## src/rtl/memory_access_pkg.sv

```systemverilog
// memory_access_pkg
//   Shared types for the LEGv8 MEM stage.
//   state_t  : data-memory access FSM states (IDLE, BUSY)
//   REG_W    : register-file index width
//   exmem_t  : EX/MEM control fields (data words are carried alongside, width N)
//   memwb_t  : MEM/WB control fields (data words are carried alongside, width N)
package memory_access_pkg;

    typedef enum logic {
        IDLE = 1'b0,
        BUSY = 1'b1
    } state_t;

    localparam int REG_W = 5;

    typedef struct packed {
        logic             valid;
        logic             mem_read;
        logic             mem_write;
        logic             branch;
        logic             reg_write;
        logic             mem_to_reg;
        logic             zero;
        logic [REG_W-1:0] write_reg;
    } exmem_t;

    typedef struct packed {
        logic             valid;
        logic             reg_write;
        logic             mem_to_reg;
        logic [REG_W-1:0] write_reg;
    } memwb_t;

endpackage

```

## src/rtl/memory_access_if.sv

```systemverilog
// memory_access_if
//   Data-memory req/ack bus between the MEM stage and data memory.
//   req   : access request, held until ack
//   we    : write enable (store)
//   addr  : byte address
//   wdata : store data
//   rdata : load data, valid when ack=1
//   ack   : completes the request in the same cycle
//   modport master : MEM stage side; modport slave : memory side
interface memory_access_if #(
    parameter int N = 64
) ();
    logic         req;
    logic         we;
    logic [N-1:0] addr;
    logic [N-1:0] wdata;
    logic [N-1:0] rdata;
    logic         ack;

    modport master (
        output req, we, addr, wdata,
        input  rdata, ack
    );

    modport slave (
        input  req, we, addr, wdata,
        output rdata, ack
    );
endinterface

```

## src/rtl/memory_access_flopr_en.sv

```systemverilog
// flopr_en
//   Parameter-width register with load enable and asynchronous active-low reset.
//   clk   : rising-edge clock
//   reset : async, active-low; clears q
//   en    : load d on the clock edge when 1, otherwise hold
//   d / q : data in / registered data out (WIDTH bits)
module flopr_en #(
    parameter int WIDTH = 8
) (
    input  logic             clk,
    input  logic             reset,
    input  logic             en,
    input  logic [WIDTH-1:0] d,
    output logic [WIDTH-1:0] q
);
    always_ff @(posedge clk or negedge reset) begin
        if (!reset) begin
            q <= '0;
        end else if (en) begin
            q <= d;
        end
    end
endmodule

```

## src/rtl/memory_access.sv

```systemverilog
// memory_access
//   LEGv8 pipeline MEM stage. Registers EX results (EX/MEM), resolves CBZ,
//   performs LDUR/STUR over a req/ack data-memory bus, stalls upstream while an
//   access is outstanding, and feeds writeback through the MEM/WB register.
//   Optional feature macro: MEM_TIMEOUT_EN -- abort an access after
//   TIMEOUT_CYCLES BUSY cycles without ack and set the sticky mem_err flag.
// Ports
//   clk, reset          : clock (rising edge), async active-low reset
//   *_E                 : EX-stage instruction slot (controls, results, zero flag)
//   stall_M             : hold EX and earlier stages this cycle
//   PCSrc_M, PCBranch_M : branch taken / registered target
//   dm                  : data-memory bus (master side)
//   *_W                 : MEM/WB register outputs
//   mem_err             : sticky access-timeout flag (0 without MEM_TIMEOUT_EN)
module memory_access
    import memory_access_pkg::*;
#(
    parameter int N              = 64,
    parameter int TIMEOUT_CYCLES = 16
) (
    input  logic             clk,
    input  logic             reset,
    input  logic             valid_E,
    input  logic             MemRead_E,
    input  logic             MemWrite_E,
    input  logic             Branch_E,
    input  logic             RegWrite_E,
    input  logic             MemtoReg_E,
    input  logic [REG_W-1:0] writeReg_E,
    input  logic [N-1:0]     PCBranch_E,
    input  logic [N-1:0]     aluResult_E,
    input  logic [N-1:0]     writeData_E,
    input  logic             zero_E,
    output logic             stall_M,
    output logic             PCSrc_M,
    output logic [N-1:0]     PCBranch_M,
    memory_access_if.master  dm,
    output logic             valid_W,
    output logic             RegWrite_W,
    output logic             MemtoReg_W,
    output logic [REG_W-1:0] writeReg_W,
    output logic [N-1:0]     aluResult_W,
    output logic [N-1:0]     readData_W,
    output logic             mem_err
);

    localparam int EXMEM_W = $bits(exmem_t) + 3 * N;
    localparam int MEMWB_W = $bits(memwb_t) + N;

    state_t       state;
    logic         done_M;
    logic         abort;
    logic         memop_M;
    logic         req;
    logic         ack_hit;
    logic         ex_load;

    exmem_t       ctrl_E;
    exmem_t       ctrl_M;
    logic [N-1:0] alu_result_M;
    logic [N-1:0] write_data_M;
    logic [EXMEM_W-1:0] exmem_d;
    logic [EXMEM_W-1:0] exmem_q;

    memwb_t       wb_d;
    memwb_t       wb_q;
    logic [N-1:0] alu_w_d;
    logic [MEMWB_W-1:0] memwb_d;
    logic [MEMWB_W-1:0] memwb_q;

    // ---------------- EX/MEM register ----------------
    always_comb begin
        ctrl_E            = '0;
        ctrl_E.valid      = valid_E;
        ctrl_E.mem_read   = MemRead_E;
        ctrl_E.mem_write  = MemWrite_E;
        ctrl_E.branch     = Branch_E;
        ctrl_E.reg_write  = RegWrite_E;
        ctrl_E.mem_to_reg = MemtoReg_E;
        ctrl_E.zero       = zero_E;
        ctrl_E.write_reg  = writeReg_E;
    end

    assign exmem_d = {ctrl_E, PCBranch_E, aluResult_E, writeData_E};
    assign ex_load = ~stall_M;

    flopr_en #(.WIDTH(EXMEM_W)) u_exmem (
        .clk   (clk),
        .reset (reset),
        .en    (ex_load),
        .d     (exmem_d),
        .q     (exmem_q)
    );

    assign {ctrl_M, PCBranch_M, alu_result_M, write_data_M} = exmem_q;

    // ---------------- data-memory request ----------------
    assign memop_M = ctrl_M.valid & (ctrl_M.mem_read | ctrl_M.mem_write);
    // abort gates the request off in the timeout cycle so stall releases and
    // the instruction retires in the same cycle.
    assign req     = memop_M & ~done_M & ~abort;
    assign ack_hit = req & dm.ack;
    assign stall_M = req & ~dm.ack;

    assign dm.req   = req;
    assign dm.we    = req & ctrl_M.mem_write;
    assign dm.addr  = alu_result_M;
    assign dm.wdata = write_data_M;

    assign PCSrc_M = ctrl_M.valid & ctrl_M.branch & ctrl_M.zero & ~stall_M;

`ifdef MEM_TIMEOUT_EN
    localparam int CNT_W = $clog2(TIMEOUT_CYCLES + 1);
    logic [CNT_W-1:0] busy_cnt;
    logic             mem_err_q;

    assign abort   = (state == BUSY) && (busy_cnt == CNT_W'(TIMEOUT_CYCLES));
    assign mem_err = mem_err_q;
`else
    assign abort   = 1'b0;
    assign mem_err = 1'b0;
`endif

    // ---------------- access FSM ----------------
    always_ff @(posedge clk or negedge reset) begin
        if (!reset) begin
            state     <= IDLE;
            done_M    <= 1'b0;
`ifdef MEM_TIMEOUT_EN
            busy_cnt  <= '0;
            mem_err_q <= 1'b0;
`endif
        end else begin
            if (ex_load) begin
                done_M <= 1'b0;
            end else if (ack_hit) begin
                done_M <= 1'b1;
            end

            case (state)
                IDLE: begin
                    if (req && !dm.ack) begin
                        state <= BUSY;
                    end
                end
                BUSY: begin
                    // Request gone (ack or abort) returns to IDLE.
                    if (ack_hit || !req) begin
                        state <= IDLE;
                    end
                end
                default: state <= IDLE;
            endcase

`ifdef MEM_TIMEOUT_EN
            if (state == BUSY && !ack_hit && !abort) begin
                busy_cnt <= busy_cnt + 1'b1;
            end else begin
                busy_cnt <= '0;
            end
            if (abort) begin
                mem_err_q <= 1'b1;
            end
`endif
        end
    end

    // ---------------- MEM/WB register ----------------
    always_comb begin
        wb_d    = '0;
        alu_w_d = '0;
        if (!stall_M) begin
            wb_d.valid      = ctrl_M.valid;
            wb_d.reg_write  = ctrl_M.reg_write & ~abort;
            wb_d.mem_to_reg = ctrl_M.mem_to_reg;
            wb_d.write_reg  = ctrl_M.write_reg;
            alu_w_d         = alu_result_M;
        end
    end

    assign memwb_d = {wb_d, alu_w_d};

    flopr_en #(.WIDTH(MEMWB_W)) u_memwb (
        .clk   (clk),
        .reset (reset),
        .en    (1'b1),
        .d     (memwb_d),
        .q     (memwb_q)
    );

    assign {wb_q, aluResult_W} = memwb_q;
    assign valid_W    = wb_q.valid;
    assign RegWrite_W = wb_q.reg_write;
    assign MemtoReg_W = wb_q.mem_to_reg;
    assign writeReg_W = wb_q.write_reg;

    // Load data is captured only in the cycle the request is acknowledged.
    flopr_en #(.WIDTH(N)) u_rdata (
        .clk   (clk),
        .reset (reset),
        .en    (ack_hit),
        .d     (dm.rdata),
        .q     (readData_W)
    );

endmodule

```

## src/flat_wrapper.sv

```systemverilog
// flat-port wrapper written by rule: the top's interface ports become plain ports
module memory_access_flat import memory_access_pkg::*;
#(
    parameter int N              = 64,
    parameter int TIMEOUT_CYCLES = 16
)
  (clk, reset, valid_E, MemRead_E, MemWrite_E, Branch_E, RegWrite_E, MemtoReg_E, writeReg_E, PCBranch_E, aluResult_E, writeData_E, zero_E, stall_M, PCSrc_M, PCBranch_M, valid_W, RegWrite_W, MemtoReg_W, writeReg_W, aluResult_W, readData_W, mem_err, dm_req, dm_we, dm_addr, dm_wdata, dm_rdata, dm_ack);
  memory_access_if #(.N(N)) dm_i ();
  input  logic clk;
  input  logic reset;
  input  logic valid_E;
  input  logic MemRead_E;
  input  logic MemWrite_E;
  input  logic Branch_E;
  input  logic RegWrite_E;
  input  logic MemtoReg_E;
  input  logic [REG_W-1:0] writeReg_E;
  input  logic [N-1:0] PCBranch_E;
  input  logic [N-1:0] aluResult_E;
  input  logic [N-1:0] writeData_E;
  input  logic zero_E;
  output logic stall_M;
  output logic PCSrc_M;
  output logic [N-1:0] PCBranch_M;
  output logic valid_W;
  output logic RegWrite_W;
  output logic MemtoReg_W;
  output logic [REG_W-1:0] writeReg_W;
  output logic [N-1:0] aluResult_W;
  output logic [N-1:0] readData_W;
  output logic mem_err;
  output wire logic [$bits(dm_i.req)-1:0] dm_req;
  output wire logic [$bits(dm_i.we)-1:0] dm_we;
  output wire logic [$bits(dm_i.addr)-1:0] dm_addr;
  output wire logic [$bits(dm_i.wdata)-1:0] dm_wdata;
  input wire logic [$bits(dm_i.rdata)-1:0] dm_rdata;
  input wire logic [$bits(dm_i.ack)-1:0] dm_ack;
  assign dm_req = dm_i.req;
  assign dm_we = dm_i.we;
  assign dm_addr = dm_i.addr;
  assign dm_wdata = dm_i.wdata;
  assign dm_i.rdata = dm_rdata;
  assign dm_i.ack = dm_ack;
  memory_access #(.N(N), .TIMEOUT_CYCLES(TIMEOUT_CYCLES)) u_core (.clk(clk), .reset(reset), .valid_E(valid_E), .MemRead_E(MemRead_E), .MemWrite_E(MemWrite_E), .Branch_E(Branch_E), .RegWrite_E(RegWrite_E), .MemtoReg_E(MemtoReg_E), .writeReg_E(writeReg_E), .PCBranch_E(PCBranch_E), .aluResult_E(aluResult_E), .writeData_E(writeData_E), .zero_E(zero_E), .stall_M(stall_M), .PCSrc_M(PCSrc_M), .PCBranch_M(PCBranch_M), .dm(dm_i), .valid_W(valid_W), .RegWrite_W(RegWrite_W), .MemtoReg_W(MemtoReg_W), .writeReg_W(writeReg_W), .aluResult_W(aluResult_W), .readData_W(readData_W), .mem_err(mem_err));
endmodule
```

## config.mk

```make
export PLATFORM = sky130hd
export DESIGN_NAME = memory_access_flat
export DESIGN_NICKNAME = d
export VERILOG_FILES = /design/src/rtl/memory_access_pkg.sv /design/src/rtl/memory_access_if.sv /design/src/rtl/memory_access_flopr_en.sv /design/src/rtl/memory_access.sv /design/src/flat_wrapper.sv
export SDC_FILE = /design/constraint.sdc
export NUM_CORES = 1
export LEC_CHECK = 0
export BUFFER_PORTS_ARGS = -buffer_cell sky130_fd_sc_hd__buf_2
export CAP_MARGIN = 20
export CORE_AREA = 5 5 234 236
export CTS_BUF_LIST = sky130_fd_sc_hd__clkbuf_4
export DETAILED_ROUTE_END_ITERATION = 10
export DIE_AREA = 0 0 239 241
export SKIP_CTS_REPAIR_TIMING = 1
export SLEW_MARGIN = 10
export SYNTH_ARGS = -nofsm -noshare
export SYNTH_HDL_FRONTEND = slang
export SYNTH_SLANG_ARGS = --single-unit
```

## constraint.sdc

```tcl
create_clock -name clk -period 2.45 [get_ports clk]
set_input_delay 0.245 -clock clk [delete_from_list [all_inputs] [get_ports clk]]
set_output_delay 0.245 -clock clk [all_outputs]
set_load 0.03 [all_outputs]
```

# Yosys cells after proc, flatten, opt, wreduce, memory -nomap -nowiden
# Index checks and enable logic that the tools add are counted.
[op_classes]
eq_ne = 1
n_mux = 4
bitwise_logic = 12
[op_table]
columns = ["operator", "count"]
rows = [
  ["2-to-1 mux 64 bit", 1],
  ["bitwise AND 1 bit", 8],
  ["2-to-1 mux 8 bit", 1],
  ["inverter 1 bit", 3],
  ["2-to-1 mux 1 bit", 2],
  ["inequality test 2 bit (second input constant)", 1],
  ["OR 1 bit", 1],
]
[totals]
ff_bits = 341
input_bits = 271
output_inout_bits = 333
wordCells = 21

# Longest topological paths before layout
[depth]
depth_word = 6
mapped_depth = 7
ltp_nobuf = 4

# Cells and area by module
# A second synthesis with hierarchy kept.
[hier_totals]
cells_unflattened = 830
hier_area_um2 = 14828.0
[by_module_without_submodules]
columns = ["module", "n_inst", "cells_each", "area_per_inst_um2", "seq_area_each_um2"]
rows = [
  ["flopr_en (u_core.u_exmem)", 1, 431, 8236.6, 5104.9],
  ["flopr_en (u_core.u_memwb)", 1, 152, 3026.7, 1801.7],
  ["flopr_en (u_core.u_rdata)", 1, 135, 2678.8, 1601.5],
  ["memory_access", 1, 112, 885.8, 25.0],
]

# Least setup slack after synthesis
# Ideal clock, no wire load.
[synth_timing]
path_type = "register to output"
startpoint = "reg u_core.done_M"
endpoint = "out PCSrc_M"
arrival_ps = 1594
t_required_ps = 2205
slack_ps = 611
stages_incl_launch_ff = 6
path_buffers = 3
cell_sequence = "dfrtp_1 or4b_1 clkbuf_1 buf_6 buf_6 and4_1"
[synth_between]
elab_chain_len = 5
[synth_lines]
columns = ["element", "line_no", "source"]
rows = [
  ["from (decl)", "memory_access.sv:51", "logic done_M;"],
  ["from (signal assigned)", "memory_access.sv:128", "done_M <= 1'b0;"],
  ["from (signal assigned)", "memory_access.sv:135", "done_M <= 1'b0;"],
  ["from (signal assigned)", "memory_access.sv:137", "done_M <= 1'b1;"],
  ["inverter 1 bit", "memory_access.sv:101", "assign req = memop_M & ~done_M & ~abort;"],
  ["bitwise AND 1 bit", "memory_access.sv:101", ""],
  ["bitwise AND 1 bit", "memory_access.sv:103", "assign stall_M = req & ~dm.ack;"],
  ["inverter 1 bit", "memory_access.sv:110", "assign PCSrc_M = ctrl_M.valid & ctrl_M.branch & ctrl_M.zero & ~stall_M;"],
  ["bitwise AND 1 bit", "memory_access.sv:110", ""],
  ["to (decl)", "flat_wrapper.sv:23", "output logic PCSrc_M;"],
]
# Every way passes these cells.

# Worst setup path in the final report
# Ends and elaborated chain as after synthesis.

==> results_dict.tcl <==
set metrics [dict create \
    core_area_um2 52200 \
    fin_crit_sh_pct 102 \
    tns_ns -0.0940 \
    dpl.hpwl_um 28100 \
    rr_worst_depth 5 \
    power_density_nw_per_um2 736 \
    root_buffer "clkbuf_4" \
    finalHoldViolations 0 \
    seq_area_frac_synth_pct 60.7 \
    grt_pass1_wl_um 53900 \
    routed-via-count 9895 \
    critPathMaxFanout 5 \
    grt_overflow_total 0 \
    vdd_drop_max_mv 0.445 \
    yosys_warnings 0 \
    cap_violations 0 \
    drc 0 \
    r2r-end "u_core.u_exmem.q[201]" \
    clk_pin_slew_ns 0.06 \
    critPathLaunchType "flop" \
    num-nets-final 1967 \
    crit_start "u_core.done_M" \
    grt_max_degree 148 \
    postLayoutCoreUtil_pct 39.3 \
    drt-total-wl_um 42300 \
    worst_slack_ns -0.0514 \
    path_class "reg -> out" \
    grt_usage_pct 12.0 \
    wire_per_inst_um 17.2 \
    netlist-cell-type-count 23 \
    die_area_um2 57600 \
    holdPathEnd "u_core.u_exmem.q[203]" \
    reg2reg_from "u_core.done_M" \
    max_stage_delay_ns 0.65 \
    syn_area_per_cell_um2 15.3 \
    cp-end-kind "primary output" \
    finalMaxSlewViolations 0 \
    hold_path_depth 3 \
    place_congestion 0.771 \
    r2r_setup_slack_ns 0.13 \
    first_pass_iters 4 \
    htreeDepth 3 \
    fin_area_um2 20500 \
    worstSkewPairLatency_ns 0.77 \
    io_buffers 602 \
    synth_top_area_share_pct 60.7 \
    cp.arrival_ns 2.26 \
    synth.area.top_cells "dfrtp_1, buf_4, mux2_2" \
    critPathRequiredTime_ns 2.20 \
    initial_utilization_pct 26.9 \
    rsz0062_at_grt "true" \
    whs_ns 0.230 \
    num_rows 84 \
    timing.fmax_ghz 0.400 \
    yosysTopAreaCell "dfrtp_1" \
    hp-start "valid_E" \
    via_per_inst 4.03 \
    drtAntennaViolNets 0 \
    syn_inst 921 \
    grt_pass1_vias 9261 \
    die-height_um 241 \
    place_area_um2 16500 \
    antenna_found_initial 6 \
    drt_iter0_markers 207 \
    min_period_ns 2.50 \
    fp.dieW_um 239 \
    top_level_ports 604 \
    cts_tree "yes" \
    critPathSlowestCell "or4b_4" \
    setup-violations-final 2 \
    power.leakage_nw 10.1 \
    area_delta_synth_final_pct 46.2 \
    drive_gt1_share_pct 54.7 \
    violations "setup timing" \
    path_cells "or4b_4, buf_16, and4_1, buf_6" \
    ys_seq_elements 341 \
    path_buf_inv 2 \
    syn_area_um2 14000 \
    run_status "finished with violations" \
    fin_skew_ns 0.0321 \
    cts.path.max_buffers 3 \
    hold_path_class "in -> reg" \
    clock_sinks 341 \
    cp_top_family "simple AND/OR/NAND/NOR gates" \
    numCtsBuffers 92 \
]
## worst register-to-register path, delay by kind of cell, from the launching register on
family                 cells  cell delay, ns
DFF                        1            0.40
AOI/OAI and AO/OA          1            0.18
buffers and inverters      3            0.98
and+or+nand+nor            1            0.65
## cells in the final DEF (no fill, tap or decap), types with 2 or more instances in the layout
cell / netlist / routed
clkinv_1: 0 / 13
clkbuf_4: 0 / 140
buf_12: 1 / 8
buf_4: 197 / 25
mux2_4: 55 / 55
conb_1: 1 / 2
clkbuf_16: 0 / 3
mux2_1: 90 / 90
mux2_2: 120 / 120
diode_2: 0 / 5
and2_1: 72 / 72
dlygate4sd3_1: 0 / 272
clkinv_4: 0 / 2
buf_2: 8 / 599
dfrtp_1: 341 / 341
## synthesized netlist by cell type, drive strengths merged
master	instances
and2	72
and4	1
buf	222
clkbuf	9
clkinv	1
conb	1
dfrtp	341
inv	1
mux2	265
nand2b	1
nand3b	1
nand4bb	1
nor2	1
nor3b	1
o2bb2ai	1
o32a	1
or4b	1
## power by group
group	switching, mW	internal (mW)	total (mW)
Sequential	0.318	6.25	6.57
Combinational	2.17	1.41	3.58
Clock	2.30	2.68	4.97
## metrics by stage
step                      setup WS [ns]  power (mW)  instances
after floorplan                   0.611        8.93        922
after global placement            0.338        9.81       2008
after detailed placement          0.338        9.87       2008
after CTS                        -0.599        15.0       2166
after global routing             -0.213        15.9       2451
final                           -0.0514        15.1       2453
## state kept, by name, summed over array words and instances (netlist names)
| register | flops |
|---|---|
| u_core.u_exmem.q | 204 |
| u_core.u_rdata.q | 64 |
| u_core.u_memwb.q | 72 |
| u_core.done_M | 1 |
## layout make-up
class                           count  area [µm²]
Fill cell                        4896       31700
Clock buffer                      139        1040
Multi-Input combinational cell    348        3740
Sequential cell                   341        8530
Timing Repair Buffer              911        6200
Inverter                            2        23.8
Tap cell                          688         861
Clock inverter                     19         113
Antenna cell                        5        12.5
## worst max path at each step
stage / end / slack, ns / cells past startpoint
6_report: PCSrc_M / -0.05 / 4
5_1_grt: stall_M / -0.21 / 3
4_1_cts: PCSrc_M / -0.60 / 5
3_5_place_dp: PCSrc_M / 0.34 / 5
3_3_place_gp: PCSrc_M / 0.34 / 5
2_1_floorplan: PCSrc_M / 0.61 / 5
## kinds of logic after synthesis
kind of cell           Yosys count  share of synthesized area, %
multiplexers                   265                          22.7
flip-flops                     341                          60.7
other                            1                        0.0267
AND/OR/NAND/NOR                 79                          3.60
AO/OA/AOI/OAI                    2                         0.134
buffers and inverters          233                          12.8
## metal layers
| layer | part of all wire (%) | GRT usage (%) |
|---|---|---|
| met3 | 8.4 | 4.89 |
| met1 | 36 | 13.7 |
| met2 | 52 | 19.8 |
| met5 | 0.031 | 0 |
| met4 | 3.5 | 5.62 |
No activity file was read; power rests on OpenSTA's default activity.
